### src/rtl/dfr_pkg.sv
// Shared types, mode encodings and arithmetic helpers for the delay-feedback reservoir.
package dfr_pkg;

    typedef enum logic [1:0] {
        IDLE  = 2'd0,
        REQ   = 2'd1,
        SHIFT = 2'd2
    } state_t;

    localparam logic MODE_EXT    = 1'b0;
    localparam logic MODE_BYPASS = 1'b1;

    // Unsigned add clamped to the largest value representable in 'width' bits.
    function automatic logic [63:0] sat_add(input logic [63:0] a,
                                            input logic [63:0] b,
                                            input int unsigned width);
        logic [63:0] maxv;
        logic [63:0] sum;
        maxv = (64'd1 << width) - 64'd1;
        sum  = a + b;
        return (sum > maxv) ? maxv : sum;
    endfunction

endpackage

### src/rtl/reservoir_delay_line.sv
// Shift-register of virtual-node states; node 0 is the head, node DEPTH-1 the tail.
module reservoir_delay_line #(
    parameter int unsigned DEPTH = 10,
    parameter int unsigned WIDTH = 12
) (
    input  logic             clk,
    input  logic             rst_n,
    input  logic             shift_en,
    input  logic             clear,
    input  logic [WIDTH-1:0] din,
    output logic [WIDTH-1:0] head,
    output logic [WIDTH-1:0] tail
);

    logic [WIDTH-1:0] node_q [DEPTH];

    // Clear wins over shift; a shift loads the head and moves every node one place older.
    always_ff @(posedge clk or negedge rst_n) begin
        if (!rst_n) begin
            for (int unsigned k = 0; k < DEPTH; k++) node_q[k] <= '0;
        end else if (clear) begin
            for (int unsigned k = 0; k < DEPTH; k++) node_q[k] <= '0;
        end else if (shift_en) begin
            node_q[0] <= din;
            for (int unsigned k = 1; k < DEPTH; k++) node_q[k] <= node_q[k-1];
        end
    end

    assign head = node_q[0];
    assign tail = node_q[DEPTH-1];

endmodule

### src/rtl/dfr_reservoir_engine.sv
// Time-multiplexed delay-feedback reservoir: input + attenuated tail -> nonlinearity -> delay line.
module dfr_reservoir_engine
    import dfr_pkg::*;
#(
    parameter int unsigned VIRTUAL_NODES  = 10,
    parameter int unsigned IN_WIDTH       = 16,
    parameter int unsigned NODE_WIDTH     = 12,
    parameter int unsigned NL_IN_WIDTH    = 16,
    parameter int unsigned NL_OUT_WIDTH   = 16,
    parameter int unsigned FB_ALIGN       = 3,
    parameter int unsigned TIMEOUT_CYCLES = 4096,
    localparam int unsigned IDX_W = (VIRTUAL_NODES > 1) ? $clog2(VIRTUAL_NODES) : 1
) (
    input  logic                    clk,
    input  logic                    rst_n,
    input  logic                    din_valid,
    output logic                    din_ready,
    input  logic [IN_WIDTH-1:0]     din,
    input  logic                    cfg_mode,
    input  logic [3:0]              cfg_fb_shift,
    input  logic                    flush,
    output logic                    nl_req,
    output logic [NL_IN_WIDTH-1:0]  nl_data,
    input  logic                    nl_ack,
    input  logic [NL_OUT_WIDTH-1:0] nl_result,
    output logic [NODE_WIDTH-1:0]   dout,
    output logic                    dout_valid,
    output logic [IDX_W-1:0]        node_idx,
    output logic                    frame_done,
    output logic                    timeout_err
);

    localparam int unsigned CNT_W = (TIMEOUT_CYCLES > 1) ? $clog2(TIMEOUT_CYCLES) : 1;
    localparam int unsigned SUM_W = NL_IN_WIDTH + FB_ALIGN;
    localparam logic [IDX_W-1:0] IDX_LAST = IDX_W'(VIRTUAL_NODES - 1);
    localparam logic [CNT_W-1:0] CNT_TERM = CNT_W'(TIMEOUT_CYCLES - 1);

    state_t                  state_q;
    logic [NL_IN_WIDTH-1:0]  nl_data_q;
    logic                    nl_req_q;
    logic                    mode_q;
    logic [NODE_WIDTH-1:0]   res_q;
    logic [CNT_W-1:0]        cnt_q;
    logic [IDX_W-1:0]        idx_q;
    logic [IDX_W-1:0]        node_idx_q;
    logic                    dout_valid_q;
    logic                    frame_done_q;
    logic                    timeout_q;

    logic [NODE_WIDTH-1:0]   head;
    logic [NODE_WIDTH-1:0]   tail;
    logic [NODE_WIDTH-1:0]   new_node;
    logic [SUM_W-1:0]        fb;
    logic [NL_IN_WIDTH-1:0]  nl_data_d;
    logic                    transfer;
    logic                    shift_en;
    logic                    unused_bits;

    // Feedback term, saturated pre-nonlinearity sum and the value committed to the head.
    always_comb begin
        fb        = (SUM_W'(tail) << FB_ALIGN) >> cfg_fb_shift;
        nl_data_d = NL_IN_WIDTH'(sat_add(64'(din), 64'(fb), NL_IN_WIDTH));
        new_node  = (mode_q == MODE_BYPASS) ? nl_data_q[NL_IN_WIDTH-1 -: NODE_WIDTH] : res_q;
    end

    assign din_ready = rst_n && (state_q == IDLE) && !flush;
    assign transfer  = din_valid && din_ready;
    assign shift_en  = (state_q == SHIFT) && !flush;

    // Sequencing of accept / nonlinearity handshake / commit, with flush taking priority.
    always_ff @(posedge clk or negedge rst_n) begin
        if (!rst_n) begin
            state_q      <= IDLE;
            nl_data_q    <= '0;
            nl_req_q     <= 1'b0;
            mode_q       <= MODE_EXT;
            res_q        <= '0;
            cnt_q        <= '0;
            idx_q        <= '0;
            node_idx_q   <= '0;
            dout_valid_q <= 1'b0;
            frame_done_q <= 1'b0;
            timeout_q    <= 1'b0;
        end else begin
            dout_valid_q <= 1'b0;
            frame_done_q <= 1'b0;
            timeout_q    <= 1'b0;
            if (flush) begin
                state_q    <= IDLE;
                nl_req_q   <= 1'b0;
                idx_q      <= '0;
                node_idx_q <= '0;
            end else begin
                case (state_q)
                    IDLE: begin
                        if (transfer) begin
                            nl_data_q <= nl_data_d;
                            mode_q    <= cfg_mode;
                            cnt_q     <= '0;
                            if (cfg_mode == MODE_BYPASS) begin
                                state_q <= SHIFT;
                            end else begin
                                state_q  <= REQ;
                                nl_req_q <= 1'b1;
                            end
                        end
                    end
                    REQ: begin
                        if (nl_ack) begin
                            res_q    <= nl_result[NL_OUT_WIDTH-1 -: NODE_WIDTH];
                            nl_req_q <= 1'b0;
                            state_q  <= SHIFT;
                        end else if (cnt_q == CNT_TERM) begin
                            timeout_q <= 1'b1;
                            nl_req_q  <= 1'b0;
                            state_q   <= IDLE;
                        end else begin
                            cnt_q <= cnt_q + 1'b1;
                        end
                    end
                    SHIFT: begin
                        dout_valid_q <= 1'b1;
                        frame_done_q <= (idx_q == IDX_LAST);
                        node_idx_q   <= idx_q;
                        idx_q        <= (idx_q == IDX_LAST) ? '0 : idx_q + 1'b1;
                        state_q      <= IDLE;
                    end
                    default: state_q <= IDLE;
                endcase
            end
        end
    end

    reservoir_delay_line #(
        .DEPTH (VIRTUAL_NODES),
        .WIDTH (NODE_WIDTH)
    ) u_delay_line (
        .clk      (clk),
        .rst_n    (rst_n),
        .shift_en (shift_en),
        .clear    (flush),
        .din      (new_node),
        .head     (head),
        .tail     (tail)
    );

    // Only the upper NODE_WIDTH bits of the nonlinearity values feed the node state.
    assign unused_bits = ^{nl_result, nl_data_q};

    assign nl_req      = nl_req_q;
    assign nl_data     = nl_data_q;
    assign dout        = head;
    assign dout_valid  = dout_valid_q;
    assign node_idx    = node_idx_q;
    assign frame_done  = frame_done_q;
    assign timeout_err = timeout_q;

endmodule

### config.mk
export PLATFORM = sky130hd
export DESIGN_NAME = dfr_reservoir_engine
export DESIGN_NICKNAME = d
export VERILOG_FILES = /design/src/rtl/dfr_pkg.sv /design/src/rtl/reservoir_delay_line.sv /design/src/rtl/dfr_reservoir_engine.sv
export SDC_FILE = /design/constraint.sdc
export NUM_CORES = 1
export LEC_CHECK = 0
export BUFFER_PORTS_ARGS = -buffer_cell sky130_fd_sc_hd__buf_2
export CAP_MARGIN = 20
export CELL_PAD_IN_SITES_DETAIL_PLACEMENT = 1
export CELL_PAD_IN_SITES_GLOBAL_PLACEMENT = 1
export CORE_ASPECT_RATIO = 0.7
export CORE_UTILIZATION = 48
export CTS_CLUSTER_SIZE = 40
export DETAILED_ROUTE_END_ITERATION = 6
export HOLD_SLACK_MARGIN = 0.1
export MAX_ROUTING_LAYER = met4
export PLACE_DENSITY = 0.8
export SLEW_MARGIN = 0
export SYNTH_ARGS = -nofsm -noshare
export SYNTH_HDL_FRONTEND = slang
export SYNTH_HIERARCHICAL = 1
export SYNTH_SLANG_ARGS = --single-unit
### constraint.sdc
create_clock -name clk -period 4.1 [get_ports clk]
set_input_delay 1.23 -clock clk [delete_from_list [all_inputs] [get_ports clk]]
set_output_delay 1.23 -clock clk [all_outputs]
set_load 0.01 [all_outputs]
-- Yosys cells after proc, flatten, opt, wreduce, memory -nomap -nowiden
Index checks and enable logic that the tools add are counted.
- register bits: 175
- input port bits: 42
- output and inout bits: 37
- logic and storage cells: 85
- add/sub/neg operators: 3
- magnitude comparators: 1
- eq/ne operators: 10
- shifts and indexed selects: 1
- muxes and demuxes: 33
- bitwise operators: 1
- reduce and logical (&&, ||, !) cells: 15
- operators by type and width (operator ; number):
    two-way mux 120 bit ; 2
    two-way mux 12 bit ; 4
    one-hot mux 12 bit (2 select lines) ; 1
    adder 16 x 19 -> 20 bit ; 1
    > comparator 20 x 16 -> 1 bit, second input constant ; 1
    two-way mux 4 bit ; 5
    right shift 15 x 4 -> 19 bit ; 1
    two-way mux 16 bit ; 1
    two-way mux 1 bit ; 13
    adder 12 x 1 -> 12 bit, second input constant ; 1
    == test 12 bit, second input constant ; 1
    two-way mux 2 bit ; 5
    != test 2 bit, second input constant ; 3
    != test 3 bit, second input constant ; 2
    AND reduction 3 bit ; 2
    nonzero test 2 bit ; 3
    AND reduction 5 bit ; 1
    adder 4 x 1 -> 4 bit, second input constant ; 1
    == test 4 bit, second input constant ; 1
    logical AND 1 bit ; 4
    != test 4 bit, second input constant ; 1
    one-hot mux 2 bit (2 select lines) ; 1
    AND reduction 4 bit ; 1
    nonzero test 3 bit ; 1
    other kinds (7) ; 7

-- Longest topological paths before layout
Gate-level depths: netlist (run 1).
- depth in word-level cells: 7
- gate-level depth with buffers: 15
- mapped depth without buffers: 14

-- By module
The synthesis (run 1) kept the hierarchy.
- modules (own cells, without submodules) (module ; times used ; cells each ; area each (um2) ; seq. area each (um2)):
    reservoir_delay_line ; 1 ; 411 ; 5127.4 ; 3002.9
    dfr_reservoir_engine ; 1 ; 402 ; 3746.1 ; 1376.3

-- Worst setup path after synthesis (run 1)
Ideal clock, no wire load.
- kind: input -> register
- start point: input port cfg_fb_shift[1]
- end point: register nl_data_q[9], in the netlist nl_data[9]
- library setup time: 66 ps
- arrival: 3968 ps
- data required time: 4034 ps
- setup slack: 66 ps
- stages on the path: 13
- buffers on the path: 1
- cell sequence: clkbuf_1 mux2_2 o21ai_0 nor2_1 a21oi_1 mux2i_1 ha_1 o21ai_0 o21ai_0 nand2_1 or4b_2 o21ai_0 o32a_1
- word-level cells in the longest chain between the ends: 4
- ends and longest elaborated chain (item ; RTL line ; text):
    from (decl) ; dfr_reservoir_engine.sv:20 ; input logic [3:0] cfg_fb_shift,
    right shift 15 x 4 -> 19 bit * ; dfr_reservoir_engine.sv:61 ; fb = (SUM_W'(tail) << FB_ALIGN) >> cfg_fb_shift;
    adder 16 x 19 -> 20 bit * ; dfr_pkg.sv:20 ; sum = a + b;
    > comparator 20 x 16 -> 1 bit ; dfr_pkg.sv:21 ; return (sum > maxv) ? maxv : sum;
    two-way mux 16 bit * ; dfr_pkg.sv:21 ;
    to (signal assigned) ; dfr_reservoir_engine.sv:97 ; nl_data_q <= nl_data_d;
    to (decl) ; dfr_reservoir_engine.sv:39 ; logic [NL_IN_WIDTH-1:0] nl_data_q;
Every way passes the cells marked *; elsewhere a longest branch is shown, timed or not.
A chain may end at the register's enable or synchronous reset.

-- Worst setup path after layout (run 1)
Ends and elaborated chain as after synthesis.

==> results.ini, run 1 <==
[pwr]
p_seq_share_pct = 45.8
pwr-share-comb_pct = 12.8
ir_worst_vdd_uv = 298
internal-power_uw = 3050
pwr-share-clk_pct = 41.4
swShare_pct = 27.1
p_switching_uw = 1130
power_uw = 4190
powerDensity_mw_per_mm2 = 419
cellLeakagePower_uw = 0.00448

[timing]
hold_viol_final = 0
fin_crit_ns = 3.82
tns_ns = 0
period_share_pct = 93.2
setup_viol = 0
rsz0062_at_grt = false
slew_headroom_pct = 36.5
worst_pin_slew_ns = 0.953
drv_slew = 0
fmax_mhz = 262
skew_ns = 0.00994

[setup_path]
cpMostUsedCell = o21ai_0
rr_startpoint = u_delay_line/tail[9]
crit_chain = buf_2 > buf_4 > mux2i_1 > nand2_1 > o21ai_0 > nor2_1 > a21oi_1 > a21oi_1 > ha_1 > a211oi_1 > o21ai_0 > nand2_1 > or4b_2 > o21ai_0 > o32a_1
r2r_slack_ns = 0.82
crit_path_end_kind = flop
path_depth = 15
critical_path.top_delay_family = compound AO/OA/AOI/OAI gates
timing.rr.end = nl_data[9]
critPathBufInv = 2
cp.arrival_ns = 4.19
cp_max_fo = 8
cp-start-kind = input pin
critPathKind = in2reg
cpMaxStageDelayCell = or4b_2
critPathMaxStageDelay_ns = 0.62
required_ns = 4.46
reg2reg_depth = 12

[cts]
numClockSinks = 175
cts_tree = done
cts-root-buf = clkbuf_16
cts_buffer_depth = 2
cts_buffers = 17
clk_pin_slew_ns = 0.07
clkLatencyLatePin_ns = 0.43
cts.htree.levels = 4

[routing]
via_per_inst = 5.60
drt_wl_total_um = 22500
wl_per_cell_um = 20.0
drtPass1Iterations = 4
num_vias = 6283
drtIter0Drc = 440
ant_nets = 0
drt_drc_violations_left = 0

[synthesis]
syn-cell-area_mm2 = 0.00887
yosys.area.top_type_share_pct = 49.4
yosys-top-cells-count = dfrtp_1, nor2_1, mux2i_1
synthFlopType = dfrtp_1
ys_seq_elements = 175
yosysTopAreaCell = dfrtp_1
synth_edf_count = 0
yosysUniqueCellTypes = 53
synth-warning-count = 6
synth_area_leaders = dfrtp_1, mux2i_1, nor2_1
yosysMostFrequentCell = dfrtp_1
syn_nets = 874
synthCells = 813
synth_seq_area_share_pct = 49.4
synthArstFlopShare_pct = 100
syn_area_per_cell_um2 = 10.9

[floorplan]
initial_core_util_pct = 49.1
rows = 41
die_h_um = 116
core-area_mm2 = 0.0181
io_pins = 79
die_area_mm2 = 0.0190
die_w_um = 165

[finish]
drive_gt1_share_pct = 21.0
finalInstanceArea_mm2 = 0.00999
multi_input_area_mm2 = 0.00391
area_growth_syn_to_layout_pct = 12.6
final_cells = 1121
seq_area_mm2 = 0.00438
nFillCells = 1952
nNetsFinal = 932

[place]
portBuffers = 74
place_area_mm2 = 0.00931
dpl.hpwl_um = 15700
dp.cells = 1087
routabilityCongestion = 0.857

[run_status]
status = completed

[job]
drv_cap = 0

[global_route]
grt_max_degree = 94
overflow = 0
grt.total_usage_pct = 25.5
grt_pass1_vias = 6572
grt_antenna_before_repair = 1
grt_pass1_wl_um = 35600

[hold_path]
min_from = res_q[1]
min_to = res_q[1]
min_path_cells = 1
min_path_type = reg2reg

registers in the layout (all words and copies together) (netlist names), 2 cells and up:
| name | cells |
|---|---|
| cnt_q | 12 |
| idx_q | 4 |
| nl_data | 16 |
| node_idx | 4 |
| res_q | 12 |
| state_q | 2 |
| u_delay_line/head | 12 |
| u_delay_line/node_q | 96 |
| u_delay_line/tail | 12 |
area by class of cell:
type                       count  area share, %
multi-input combinational    557           39.2
tap                          236           2.96
sequential                   175           43.8
inverter                       6          0.225
clock inverter                15           2.17
timing repair buffer         114           7.38
clock buffer                  17           4.26
antenna                        1         0.0250
power groups by stage:
stage	Combinational, µW	Sequential (µW)	Clock (µW)
5_1_grt	582	1930	1840
2_1_floorplan	304	1920	0
3_5_place_dp	522	1950	0
3_3_place_gp	497	1940	0
6_report	534	1920	1730
4_1_cts	533	1910	1770
repair_timing:
| action | CTS | global route |
|---|---|---|
| setup endpoints to repair | 0 | 1 |
| buffers inserted | 0 | 0 |
| hold endpoints to repair | 0 | 0 |
| hold buffers | 0 | 0 |
| resized for setup | 0 | 1 |
metrics by stage:
| step | worst slack (ns) | hold slack, ns | utilization (%) |
|---|---|---|---|
| after floorplan | 0.0660 | 0.477 | - |
| after global placement | -0.00837 | 0.490 | 51.6 |
| after detailed placement | -0.132 | 0.498 | 51.6 |
| after CTS | 0.309 | 0.517 | 55.1 |
| after global routing | 0.0399 | 0.535 | 55.3 |
| final | 0.279 | 0.518 | 55.3 |
worst register-to-register path: stages (launching register included):
cell	delay, ns
dfrtp_1	0.46
mux2_2	0.32
o21ai_0	0.23
nor2_1	0.07
a21oi_1	0.25
a21oi_1	0.14
ha_1	0.33
a211oi_1	0.09
o21ai_0	0.30
nand2_1	0.11
or4b_2	0.62
o21ai_0	0.12
o32a_1	0.17
cell usage in the layout, fill, tap and decap left out, types with 8 or more instances in the layout:
cell       Yosys  layout
a211oi_1      10      10
a21o_1         8       8
a21oi_1       31      31
buf_2          3      72
buf_4         27      37
clkbuf_16      0      17
dfrtp_1      175     175
ha_1          18      18
mux2_2        29      29
mux2i_1      134     134
nand2_1       35      35
nand3_1        8       8
nor2_1       162     161
nor3_1        10      10
o21ai_0       15      15
o22a_1        12      12
xnor2_1       13      13
cell families (layout without fill, tap and decap cells):
logic type / Yosys count / count (layout) / share of synthesized area (%)
AOI/OAI and AO/OA: 106 / 106 / 7.80
xor gates and xnor gates: 19 / 19 / 1.88
adders and majority gates: 19 / 19 / 2.76
buffers and inverters: 81 / 152 / 6.71
DFF: 175 / 175 / 49.4
muxes: 164 / 164 / 19.0
other: 0 / 1 / 0
and+or+nand+nor: 249 / 249 / 12.5
how the worst max path moves through the flow:
| stage | start | end | slack (ns) |
|---|---|---|---|
| after global placement | cfg_fb_shift[1] | nl_data[9] | -0.008 |
| after detailed placement | cfg_fb_shift[1] | nl_data[9] | -0.13 |
| after floorplan | cfg_fb_shift[1] | nl_data[9] | 0.07 |
| after CTS | cfg_fb_shift[0] | nl_data[9] | 0.31 |
| after global routing | cfg_fb_shift[1] | nl_data[13] | 0.04 |
| final | cfg_fb_shift[1] | nl_data[9] | 0.28 |
per-layer routing:
metal  share of wire [%]  up-vias  track usage [%]
li1                    -     2938                -
met1                  45     3191             32.2
met2                  49      116             40.8
met3                 4.4       38             5.87
met4                 2.3        0             8.38
met5                   0        -                -
Note: power is estimated with default switching activity, not from simulation.
==> run 2, diff against run 1 <==
--- a/config.mk
+++ b/config.mk
@@ -16,6 +16,7 @@
 export HOLD_SLACK_MARGIN = 0.1
 export MAX_ROUTING_LAYER = met4
 export PLACE_DENSITY = 0.8
+export REMOVE_ABC_BUFFERS = 1
 export SLEW_MARGIN = 0
 export SYNTH_ARGS = -nofsm -noshare
 export SYNTH_HDL_FRONTEND = slang
==> run 2 against run 1 <==
Compared with the run above: combinational power down 7.1%; largest cell class unchanged; maximum frequency down 0.44%; count of clock-buffer cells in the layout unchanged; critical path depth down 1; register-to-register slack better by 0.10 ns; highest routed layer unchanged; non-clock buffer count up 2; first-iteration DRC count down 9.5%; setup slack worse by 0.017 ns; largest power group unchanged; critical endpoint is now nl_data[10].
==> results.ini, run 2 (synthesis results as in run 1) <==
[hold_path]
min_to = res_q[9]
min_from = res_q[9]
min_path_cells = 1  ; unchanged
min_path_type = reg2reg

[timing]
fmax_mhz = 261  ; -0.44%
drv_slew = 0  ; unchanged
skew_ns = 0.0117  ; +0.00175 ns
period_share_pct = 93.6  ; +0.41 points
whs_ns = 0.508  ; -0.0103 ns
setup_viol = 0  ; unchanged
worst_pin_slew_ns = 0.965  ; +0.0117 ns
finalWorstSetupSlack_ns = 0.262  ; -0.0170 ns
slew_headroom_pct = 35.7  ; -0.78 points
rsz0062_at_grt = false
fin_crit_ns = 3.84  ; +0.0170 ns
hold_viol_final = 0  ; unchanged

[pwr]
p_switching_uw = 1120  ; -0.83%
swShare_pct = 28.1  ; +1.0 points
powerDensity_mw_per_mm2 = 403  ; -3.8%
pwr-share-comb_pct = 12.4  ; -0.4 points
pwr-share-clk_pct = 39.8  ; -1.6 points
cellLeakagePower_uw = 0.00446  ; -0.52%
p_seq_share_pct = 47.8  ; +2.0 points
power_uw = 4000  ; -4.5%
internal-power_uw = 2870  ; -5.8%
ir_worst_vdd_uv = 199  ; -33%

[setup_path]
cp_max_fo = 8  ; unchanged
timing.rr.end = nl_data[10]
rr_startpoint = u_delay_line/tail[7]
reg2reg_depth = 13  ; +1
required_ns = 4.41  ; -0.05 ns
r2r_slack_ns = 0.92  ; +0.10 ns
cp.arrival_ns = 4.15  ; -0.04 ns
cp-start-kind = input pin
crit_path_end_kind = flop
critPathKind = in2reg

[global_route]
grt.total_usage_pct = 25.1  ; -0.42 points
grt_antenna_before_repair = 0  ; -1
grt_pass1_wl_um = 35300  ; -1.0%
grt_pass1_vias = 6630  ; +0.88%
grt_max_degree = 87  ; -7.4%
overflow = 0  ; unchanged

[place]
post-place-ws_ns = -0.263  ; -0.131 ns
portBuffers = 74  ; unchanged
dp.cells = 1090  ; +0.28%
dpl.hpwl_um = 15200  ; -3.1%
routabilityCongestion = 0.890  ; +3.9%

[finish]
nNetsFinal = 934  ; +0.21%
diodes = 0  ; -1
regMostFlops = u_delay_line/node_q
final_cells = 1122  ; +0.089%
final_common_cell = dfrtp_1
largest_register_ffs = 96  ; unchanged
most-common-layout-cells = dfrtp_1, nor2_1, mux2i_1
area_growth_syn_to_layout_pct = 11.8
drive_gt1_share_pct = 21.2  ; +0.18 points

[cts]
clk_pin_slew_ns = 0.07  ; about the same
cts.htree.levels = 4  ; unchanged
cts_tree = done
numClockSinks = 175  ; unchanged
cts-root-buf = clkbuf_16
cts_buffers = 17  ; unchanged
clkLatencyLatePin_ns = 0.44  ; about the same
cts_buffer_depth = 2  ; unchanged

[routing]
drtIter0Drc = 398  ; -9.5%
ant_nets = 0  ; unchanged
wl_per_cell_um = 19.2  ; -4.4%
drt_wl_total_um = 21500  ; -4.3%
drtPass1Iterations = 4  ; unchanged
drt_drc_violations_left = 0  ; unchanged
via_per_inst = 5.48  ; -2.3%
num_vias = 6147  ; -2.2%

[floorplan]
core-area_mm2 = 0.0181  ; unchanged
die_w_um = 165  ; unchanged
io_pins = 79  ; unchanged
die_area_mm2 = 0.0190  ; unchanged
rows = 41  ; unchanged
initial_core_util_pct = 49.1  ; unchanged
die_h_um = 116  ; unchanged

[job]
drv_cap = 0  ; unchanged

[run_status]
status = completed

-- run 2: changes by cell type in the layout (fill, tap and decap cells not counted), sizes merged --
cell	previous run	this run
clkinv	3	7
diode	1	0
buf	114	116
bufinv	3	0
inv	14	13
-- run 2: timing repair --
action / 4_1_cts / 5_1_grt
hold buffers: 0 / 0
resized for setup: 0 / 1
buffers inserted: 0 / 0
endpoints found under the setup margin: 0 / 2
-- run 2: how the worst max path moves through the flow --
stage	start	to	slack (ns)
after floorplan	flush	dout_valid	-5.03
after global placement	cfg_fb_shift[1]	nl_data[9]	-0.14
after detailed placement	cfg_fb_shift[1]	nl_data[9]	-0.26
after CTS	cfg_fb_shift[1]	nl_data[9]	0.18
after global routing	cfg_fb_shift[1]	nl_data[13]	0.04
final	cfg_fb_shift[1]	nl_data[10]	0.26
-- run 2: worst max-delay path: stages --
cell	delay [ns]
buf_2	0.19
mux2_2	0.37
o21ai_0	0.22
nor2_1	0.06
a21oi_1	0.25
a21oi_1	0.15
buf_4	0.17
fa_1	0.42
nand3_1	0.14
nand2_1	0.11
a31oi_1	0.29
o21ai_0	0.18
xnor2_1	0.17
o22a_1	0.19
-- run 2: power groups by stage --
stage / Sequential, µW / Clock (µW) / Combinational (µW)
final: 1910 / 1590 / 496
after global routing: 1920 / 1700 / 546
after CTS: 1910 / 1630 / 503
after detailed placement: 1940 / 0 / 499
after global placement: 1930 / 0 / 476
after floorplan: 1930 / 0 / 269
-- run 2: routing by layer --
metal	share of wire (%)	global-route usage [%]
met5	0	-
met4	1.0	6.85
met3	2.5	4.44
met2	49	40.8
met1	48	32.5
-- run 2: final cells by class --
cell class,count,area (µm²)
Clock buffer,17,425
Clock inverter,15,166
Fill cell,1950,8140
Inverter,6,22.5
Multi-Input combinational cell,557,3910
Sequential cell,175,4380
Tap cell,236,295
Timing Repair Buffer,116,719
-- run 2: through the flow --
stage | setup TNS (ns) | cell area (µm²) | util (%)
after floorplan | -597.96 | 8300 | -
after global placement | -0.394 | 9330 | 51.7
after detailed placement | -1.26 | 9330 | 51.7
after CTS | 0 | 9920 | 54.9
after global routing | 0 | 9920 | 54.9
final | 0 | 9920 | 54.9
